==> src/rtl/display_scan_ctrl.sv <==
// Time-multiplexed 7-segment scan controller with guard blanking and frame-aligned loads.
// Optional LEADING_ZERO_BLANK_EN: suppress leading zero digits (digit 0 always shown).
module display_scan_ctrl #(
  parameter int NDIG  = 4,
  parameter int DIV   = 50000,
  parameter int GUARD = 16
) (
  input  logic              clk,
  input  logic              rst_n,
  input  logic              load_valid,
  output logic              load_ready,
  input  logic [4*NDIG-1:0] load_data,
  input  logic [NDIG-1:0]   load_dp,
  output logic [6:0]        segments,
  output logic              dp,
  output logic [NDIG-1:0]   digit_en,
  output logic              frame_done
);
  localparam int MAXV = (DIV > GUARD) ? ((DIV > 2) ? DIV : 2) : ((GUARD > 2) ? GUARD : 2);
  localparam int CW   = $clog2(MAXV);
  localparam int IW   = $clog2(NDIG);
  localparam logic [CW-1:0] DIV_LAST = CW'(DIV - 1);
  localparam logic [CW-1:0] GRD_LAST = (GUARD > 0) ? CW'(GUARD - 1) : '0;
  localparam logic [IW-1:0] IDX_LAST = IW'(NDIG - 1);

  typedef enum logic {ON, GRD} state_t;

  state_t              state_reg, state_next;
  logic [IW-1:0]       idx_reg, idx_next, idx_inc;
  logic [CW-1:0]       cnt_reg, cnt_next;
  logic                live_reg;
  logic [4*NDIG-1:0]   active_data_reg, active_data_next, pending_data_reg;
  logic [NDIG-1:0]     active_dp_reg, active_dp_next, pending_dp_reg;
  logic                pending_valid_reg;
  logic [6:0]          seg_reg, seg_next, dec_seg;
  logic                dp_reg, dp_next, fd_reg, fd_next;
  logic [NDIG-1:0]     en_reg, en_next, suppress;
  logic [3:0]          nib;
  logic                boundary, xfer;

  assign load_ready = ~pending_valid_reg;
  assign xfer       = load_valid && load_ready;
  assign boundary   = fd_reg && pending_valid_reg;
  assign idx_inc    = (idx_reg == IDX_LAST) ? '0 : idx_reg + 1'b1;

  // live_reg holds the first post-reset edge on ON/0/0 so slot 0 gets its full DIV cycles
  always_comb begin
    state_next = state_reg;
    idx_next   = idx_reg;
    cnt_next   = cnt_reg;
    if (live_reg) begin
      case (state_reg)
        ON: begin
          if (cnt_reg == DIV_LAST) begin
            cnt_next = '0;
            if (GUARD == 0) idx_next = idx_inc;
            else            state_next = GRD;
          end else begin
            cnt_next = cnt_reg + 1'b1;
          end
        end
        GRD: begin
          if (cnt_reg == GRD_LAST) begin
            cnt_next   = '0;
            state_next = ON;
            idx_next   = idx_inc;
          end else begin
            cnt_next = cnt_reg + 1'b1;
          end
        end
        default: state_next = ON;
      endcase
    end
  end

  always_comb begin
    active_data_next = boundary ? pending_data_reg : active_data_reg;
    active_dp_next   = boundary ? pending_dp_reg   : active_dp_reg;
  end

`ifdef LEADING_ZERO_BLANK_EN
  logic [NDIG:1] hi_zero;
  assign hi_zero[NDIG] = 1'b1;
  assign suppress[0]   = 1'b0;
  generate
    for (genvar gi = 1; gi < NDIG; gi++) begin : g_blank
      assign hi_zero[gi]  = hi_zero[gi+1] && (active_data_next[4*gi +: 4] == 4'h0);
      assign suppress[gi] = hi_zero[gi] && !active_dp_next[gi];
    end
  endgenerate
`else
  assign suppress = '0;
`endif

  assign nib = active_data_next[idx_next*4 +: 4];

  hex_to_7seg u_dec (
    .nibble (nib),
    .seg    (dec_seg)
  );

  // Outputs are computed from the upcoming state so the registers line up with it
  always_comb begin
    en_next  = '1;
    seg_next = '0;
    dp_next  = 1'b0;
    if (state_next == ON && !suppress[idx_next]) begin
      en_next[idx_next] = 1'b0;
      seg_next          = dec_seg;
      dp_next           = active_dp_next[idx_next];
    end
    fd_next = (idx_next == IDX_LAST) &&
              ((GUARD == 0) ? (state_next == ON  && cnt_next == DIV_LAST)
                            : (state_next == GRD && cnt_next == GRD_LAST));
  end

  always_ff @(posedge clk or negedge rst_n) begin
    if (!rst_n) begin
      state_reg         <= ON;
      idx_reg           <= '0;
      cnt_reg           <= '0;
      live_reg          <= 1'b0;
      active_data_reg   <= '0;
      active_dp_reg     <= '0;
      pending_data_reg  <= '0;
      pending_dp_reg    <= '0;
      pending_valid_reg <= 1'b0;
      seg_reg           <= '0;
      dp_reg            <= 1'b0;
      en_reg            <= '1;
      fd_reg            <= 1'b0;
    end else begin
      state_reg       <= state_next;
      idx_reg         <= idx_next;
      cnt_reg         <= cnt_next;
      live_reg        <= 1'b1;
      active_data_reg <= active_data_next;
      active_dp_reg   <= active_dp_next;
      seg_reg         <= seg_next;
      dp_reg          <= dp_next;
      en_reg          <= en_next;
      fd_reg          <= fd_next;
      // xfer needs pending empty, so it never collides with a boundary apply
      if (xfer) begin
        pending_data_reg  <= load_data;
        pending_dp_reg    <= load_dp;
        pending_valid_reg <= 1'b1;
      end else if (boundary) begin
        pending_valid_reg <= 1'b0;
      end
    end
  end

  assign segments   = seg_reg;
  assign dp         = dp_reg;
  assign digit_en   = en_reg;
  assign frame_done = fd_reg;
endmodule

// Hex nibble to abcdefg segment pattern, active-high, a = bit 6.
module hex_to_7seg (
  input  logic [3:0] nibble,
  output logic [6:0] seg
);
  always_comb begin
    seg = 7'h00;
    case (nibble)
      4'h0: seg = 7'h7E;
      4'h1: seg = 7'h30;
      4'h2: seg = 7'h6D;
      4'h3: seg = 7'h79;
      4'h4: seg = 7'h33;
      4'h5: seg = 7'h5B;
      4'h6: seg = 7'h5F;
      4'h7: seg = 7'h70;
      4'h8: seg = 7'h7F;
      4'h9: seg = 7'h7B;
      4'hA: seg = 7'h77;
      4'hB: seg = 7'h1F;
      4'hC: seg = 7'h4E;
      4'hD: seg = 7'h3D;
      4'hE: seg = 7'h4F;
      4'hF: seg = 7'h47;
      default: seg = 7'h00;
    endcase
  end
endmodule

==> config.mk <==
export PLATFORM = sky130hd
export DESIGN_NAME = display_scan_ctrl
export DESIGN_NICKNAME = d
export VERILOG_FILES = /design/src/rtl/display_scan_ctrl.sv
export SDC_FILE = /design/constraint.sdc
export NUM_CORES = 1
export LEC_CHECK = 0
export CORE_MARGIN = 2
export CORE_UTILIZATION = 40
export CTS_BUF_LIST = sky130_fd_sc_hd__clkbuf_4
export CTS_CLUSTER_SIZE = 16
export DETAILED_ROUTE_END_ITERATION = 12
export DONT_BUFFER_PORTS = 1
export PLACE_DENSITY = 0.55
export SYNTH_ARGS = -nofsm -noshare
export SYNTH_HDL_FRONTEND = slang
export SYNTH_SLANG_ARGS = --single-unit
==> constraint.sdc <==
create_clock -name clk -period 3.4 [get_ports clk]
set_clock_uncertainty 0.15 [all_clocks]
set_input_delay 0.51 -clock clk [delete_from_list [all_inputs] [get_ports clk]]
set_output_delay 0.51 -clock clk [all_outputs]
set_load 0.005 [all_outputs]
**Yosys cells after proc, flatten, opt, wreduce, memory -nomap -nowiden**

Memories as Yosys holds them, arrays and structs flattened.
Index checks and enable logic that the tools add are counted.
Widths: inputs -> output; s select.

- Register bits: 74
- Word-level logic and storage cells: 61
- Memory bits (read-only): 112
- Memories: 1
- Output and inout bits: 14
- Input port bits: 23

Memories:

| memory | depth | width | rd ports | clocked after Yosys merged registers in | write ports | line | source |
|---|---|---|---|---|---|---|---|
| (no name shown) | 16 | 7 | 1 | 0 | 0 | 167 | `case (nibble)` |

- Order comparisons: 2
- Muxes and demuxes: 25
- Equal/unequal tests: 5
- Reductions and logical operators: 8
- Shift operators: 1
- Bitwise operators: 4
- Add/subtract/negate cells: 2

Operator list:

| operator | number |
|---|---|
| $mux 16 | 4 |
| $eq 16x4->1 const B | 2 |
| $pmux 16 s2 | 1 |
| $add 16x1->16 const B | 1 |
| $eq 16x16->1 const B | 1 |
| $shiftx 16x5->4 | 1 |
| $mux 1 | 9 |
| $mux 2 | 4 |
| $mux 4 | 2 |
| $mux 7 | 1 |
| $logic_and 1x1->1 | 6 |
| $bmux 1 s2 | 2 |
| $eq 2x2->1 const B | 2 |
| $not 4->4 | 1 |
| $lt 2x3->1 const B | 1 |
| $not 1->1 | 3 |
| $add 2x1->2 const B | 1 |
| $demux 1 s2 | 1 |
| $ge 2x1->1 const B | 1 |
| $pmux 1 s2 | 1 |
| $reduce_bool 2->1 | 1 |
| $logic_not 1->1 | 1 |

**Longest topological paths before layout**

- Word-level depth: 11
- Mapped depth: 13

**Modules after synthesis**

Synthesis repeated with hierarchy kept, for this count alone.

- Cell total of the unflattened synthesis: 285
- Area total of the unflattened synthesis: 3558.4 µm²

Modules (own cells, without submodules):

| module | area an instance (µm²) | cells an instance | sequential area each (µm²) | instances |
|---|---|---|---|---|
| display_scan_ctrl | 3268.1 | 252 | 1856.8 | 1 |
| hex_to_7seg | 290.3 | 33 | 0.0 | 1 |

**Worst setup path before layout**

No wires, ideal clock.

- Path kind: register -> register
- Start: reg cnt_reg[0]
- End: reg seg_reg[6] (netlist: segments[6])
- Arrival: 2.777 ns
- Setup time: 0.104 ns
- Data required time: 3.146 ns
- Stages on the path, launching flop included: 13
- Clock period less this slack: 3.031 ns
- Path buffers: 1
- Setup slack: 0.369 ns
- Cells stage by stage: dfrtp_1 ha_1 and4_2 and3_4 nand3_1 nand2_1 buf_6 mux2i_1 mux2_2 inv_1 ha_1 or4_1 o311ai_1

- Word-level cells in the longest chain between the ends: 9
- Elaborated cells on any way between the ends: 17

RTL lines:

| what | line | source |
|---|---|---|
| start, declared | 30 | `logic [CW-1:0] cnt_reg, cnt_next;` |
| start signal, assigned | 135 | `cnt_reg <= cnt_next;` |
| $eq 16x4->1 * | 63 | `if (cnt_reg == GRD_LAST) begin` |
| $mux 2 * | 63 |  |
| $mux 2 * | 52 | `case (state_reg)` |
| $mux 2 * | 51 | `if (live_reg) begin` |
| net idx_next[0] | 29 | `logic [IW-1:0] idx_reg, idx_next, idx_inc;` |
| parallel branches: the longest is 4 deep, another holds $mem_v2 16x7 | n/a |  |
| $mux 7 * | 107 | `if (state_next == ON && !suppress[idx_next]) begin` |
| net seg_next[6] | 35 | `logic [6:0] seg_reg, seg_next, dec_seg;` |
| end signal, assigned | 139 | `seg_reg <= seg_next;` |
| end, declared | 35 |  |

Mark *: on every way through the listed nets, which the timed path passes. The select of a mux whose other input is x is not followed.
A chain may end at the register's enable or synchronous reset.

**Final worst setup path**

- Start: reg cnt_reg[0]
- End: reg seg_reg[6] (netlist: segments[6])

- Word-level cells in the longest chain between the ends: 9
- Elaborated cells on any way between the ends: 17

RTL lines:

| what | line |
|---|---|
| parallel branches: the longest is 8 deep, another holds $mem_v2 16x7 | n/a |
| $mux 7 * | 107 |
| net seg_next[6] | 35 |

Marked as above.

==> flow_summary.toml <==
[global_routing]
grt_pass1_vias = 2244
use_met1_pct = 20.1
grt_overflow = 0
grt_usage_pct = 15.1
top_usage_layer = "met2"
grt_max_degree = 75
antenna_found_initial = 0
grt_pass1_wl_mm = 11.4
grt.met2_usage_pct = 23.3
grtUsageMet3_pct = 4.34

[routing]
post-route-drc-count = 0
drtIter0Drc = 75
routed_wl_mm = 6.52
postRouteAntennaNets = 0
vias = 2126
firstDrtPassIters = 4
viasPerCell = 5.26
wire_per_inst_um = 16.1

[clock_network]
cts_tree = "built"
cts_buffers = 9
insertion_delay_ps = 420
root_buffer = "clkbuf_4"
cts.sinks = 74
htreeDepth = 3
clkTransAtPathRegs_ps = 130
clock_path_buffers = 2

[synth]
synth_flop_cell = "dfrtp_1"
synth_top_cell_by_area = "dfrtp_1"
yosysMostFrequentCell = "dfrtp_1"
synth_area_leaders = "dfrtp_1, mux2_2, dfstp_2"
synthXorXnorAreaFrac_pct = 3.79
syn-instance-count = 283
postSynth.asyncResetShare_pct = 100
synth_simple_gate_area_share_pct = 14.5
synth_top_family_by_area = "multiplexers"
synth_adder_area_share_pct = 2.89
avgSynthCellArea_sq_um = 12.2
synth_mux_area_share_pct = 15.7
synth_seq_area_share_pct = 53.6
ys_types = 53
syn_area_sq_um = 3460
synth_top_area_share_pct = 50.6
synth_common_cells = "dfrtp_1, mux2_2, nor2_1"
synth_edf_count = 0
yosys_warnings = 0
synth_compound_area_share_pct = 7.26
syn-num-nets = 314
ys_seq_elements = 74

[sta]
rsz0062_at_grt = "false"
tns_ps = 0
slew_viol_final = 0
whs_ps = 79.9
setup_viol = 0
period_minus_slack_ps = 3120
slew_headroom_pct = 33.5
finalHoldViolations = 0
fmax_mhz = 320
final.period_utilization_pct = 91.9
worst_slew_pin_slew_ps = 993

[outcome]
outcome = "completed"

[critical_path]
crit_required_ps = 3570
crit_path_max_fanout = 8
reg2reg_from = "cnt_reg[0]"
rr_worst_depth = 11
r2r_end = "segments[6]"
rrSetupSlack_ps = 280
critPathKind = "reg -> reg"
startpoint_type = "flip-flop"
endpoint_kind = "flip-flop"
worstPathArrival_ps = 3290

[floorplanning]
die_area_sq_um = 9420
initial_core_util_pct = 41.7
rows = 33
ioPinCount = 37
dieHeight_um = 97.0
core_area_sq_um = 8300
die_x_um = 97.0

[power]
total_power_mw = 1.67
p_leak_nw = 1.71
power.density_nw_per_um2 = 442
ir_worst_vdd_v = 0.000232

[hold_path]
holdPathStages = 1
min_to = "pending_data_reg[0]"
hold_class = "in -> reg"
worstHoldStart = "load_data[0]"

[finish]
fin_area_sq_um = 3780
nNetsFinal = 325
fin_cells = 404
drive_above_1_share_pct = 29.4
area_delta_synth_final_pct = 9.25
diodes = 0

[placed_design]
place_congestion = 0.802
dp.cells = 385
numPortBuffers = 0
hpwl_mm = 4.63
dpl_cell_area_sq_um = 3590

[job]
cap_violations = 0
[per-layer routing]
layer  vias to the layer above  part of all wire, %  routed length (um)
met2                        34                   48                3100
li1                       1039                    -                   -
met5                         -                    0                   0
met3                         5                  3.8                 247
met4                         0                 0.83                  54
met1                      1048                   48                3110
[layout by cell type, fill, tap and decap left out, types with 8 or more instances in the layout]
master    count
mux2_2       41
nand2_1      18
clkbuf_4      9
nor2_1       24
ha_1          8
dfrtp_1      70
xnor2_1       8
a21oi_1       9
[kinds of logic (layout without fill, tap and decap cells)]
kind of cell / count (synthesis) / count (layout)
DFF: 74 / 74
adders and majority gates: 8 / 8
xor gates and xnor gates: 15 / 15
AOI/OAI and AO/OA: 32 / 32
and+or+nand+nor: 90 / 90
buffers and inverters: 14 / 30
other: 1 / 1
muxes: 49 / 49
[through the flow]
stage                     util (%)  worst slack (ps)
after global routing          45.6              21.9
after CTS                     45.3              32.1
after detailed placement      43.2              76.5
after floorplan                  -               369
final                         45.6               275
after global placement        43.2               250
[worst max-delay path by stage]
| stage | slack (ps) | cells past startpoint | startpoint | end |
|---|---|---|---|---|
| floorplan | 370 | 12 | cnt_reg[0] | segments[6] |
| global placement | 250 | 11 | cnt_reg[0] | segments[6] |
| detailed placement | 80 | 11 | cnt_reg[0] | segments[6] |
| CTS | 30 | 11 | cnt_reg[0] | segments[6] |
| global route | 20 | 11 | cnt_reg[0] | segments[6] |
| finish | 280 | 11 | cnt_reg[0] | segments[6] |
[repair_timing]
action,in CTS,in global routing
buffers inserted,0,1
hold buffers,2,0
resized for setup,0,3
hold endpoints to repair,74,0
endpoints found under the setup margin,0,4
[worst max-delay path, cell delays in order, from the launching register on]
cell and delay, ps:
dfrtp_1 420, ha_1 220, and4_2 290, nand3_2 190
o21ai_4 230, nand2_2 180, mux2i_1 180, mux2_2 240
inv_1 100, ha_1 220, or4_1 520, o311ai_1 100
[where the power goes]
part,switching (mW),internal [mW]
combinational,0.0804,0.0789
clock,0.314,0.223
sequential,0.0512,0.925
total,0.446,1.23
[final cells by class]
class | instances | area [sq um]
clock buffers | 9 | 67.6
fillers | 787 | 4520
repair buffers | 9 | 90.1
inverters | 5 | 18.8
well taps | 105 | 131
flip-flops and latches | 74 | 1860
clock inverters | 7 | 68.8
multi-input cells | 195 | 1550
(Power assumes the default switching activity.)
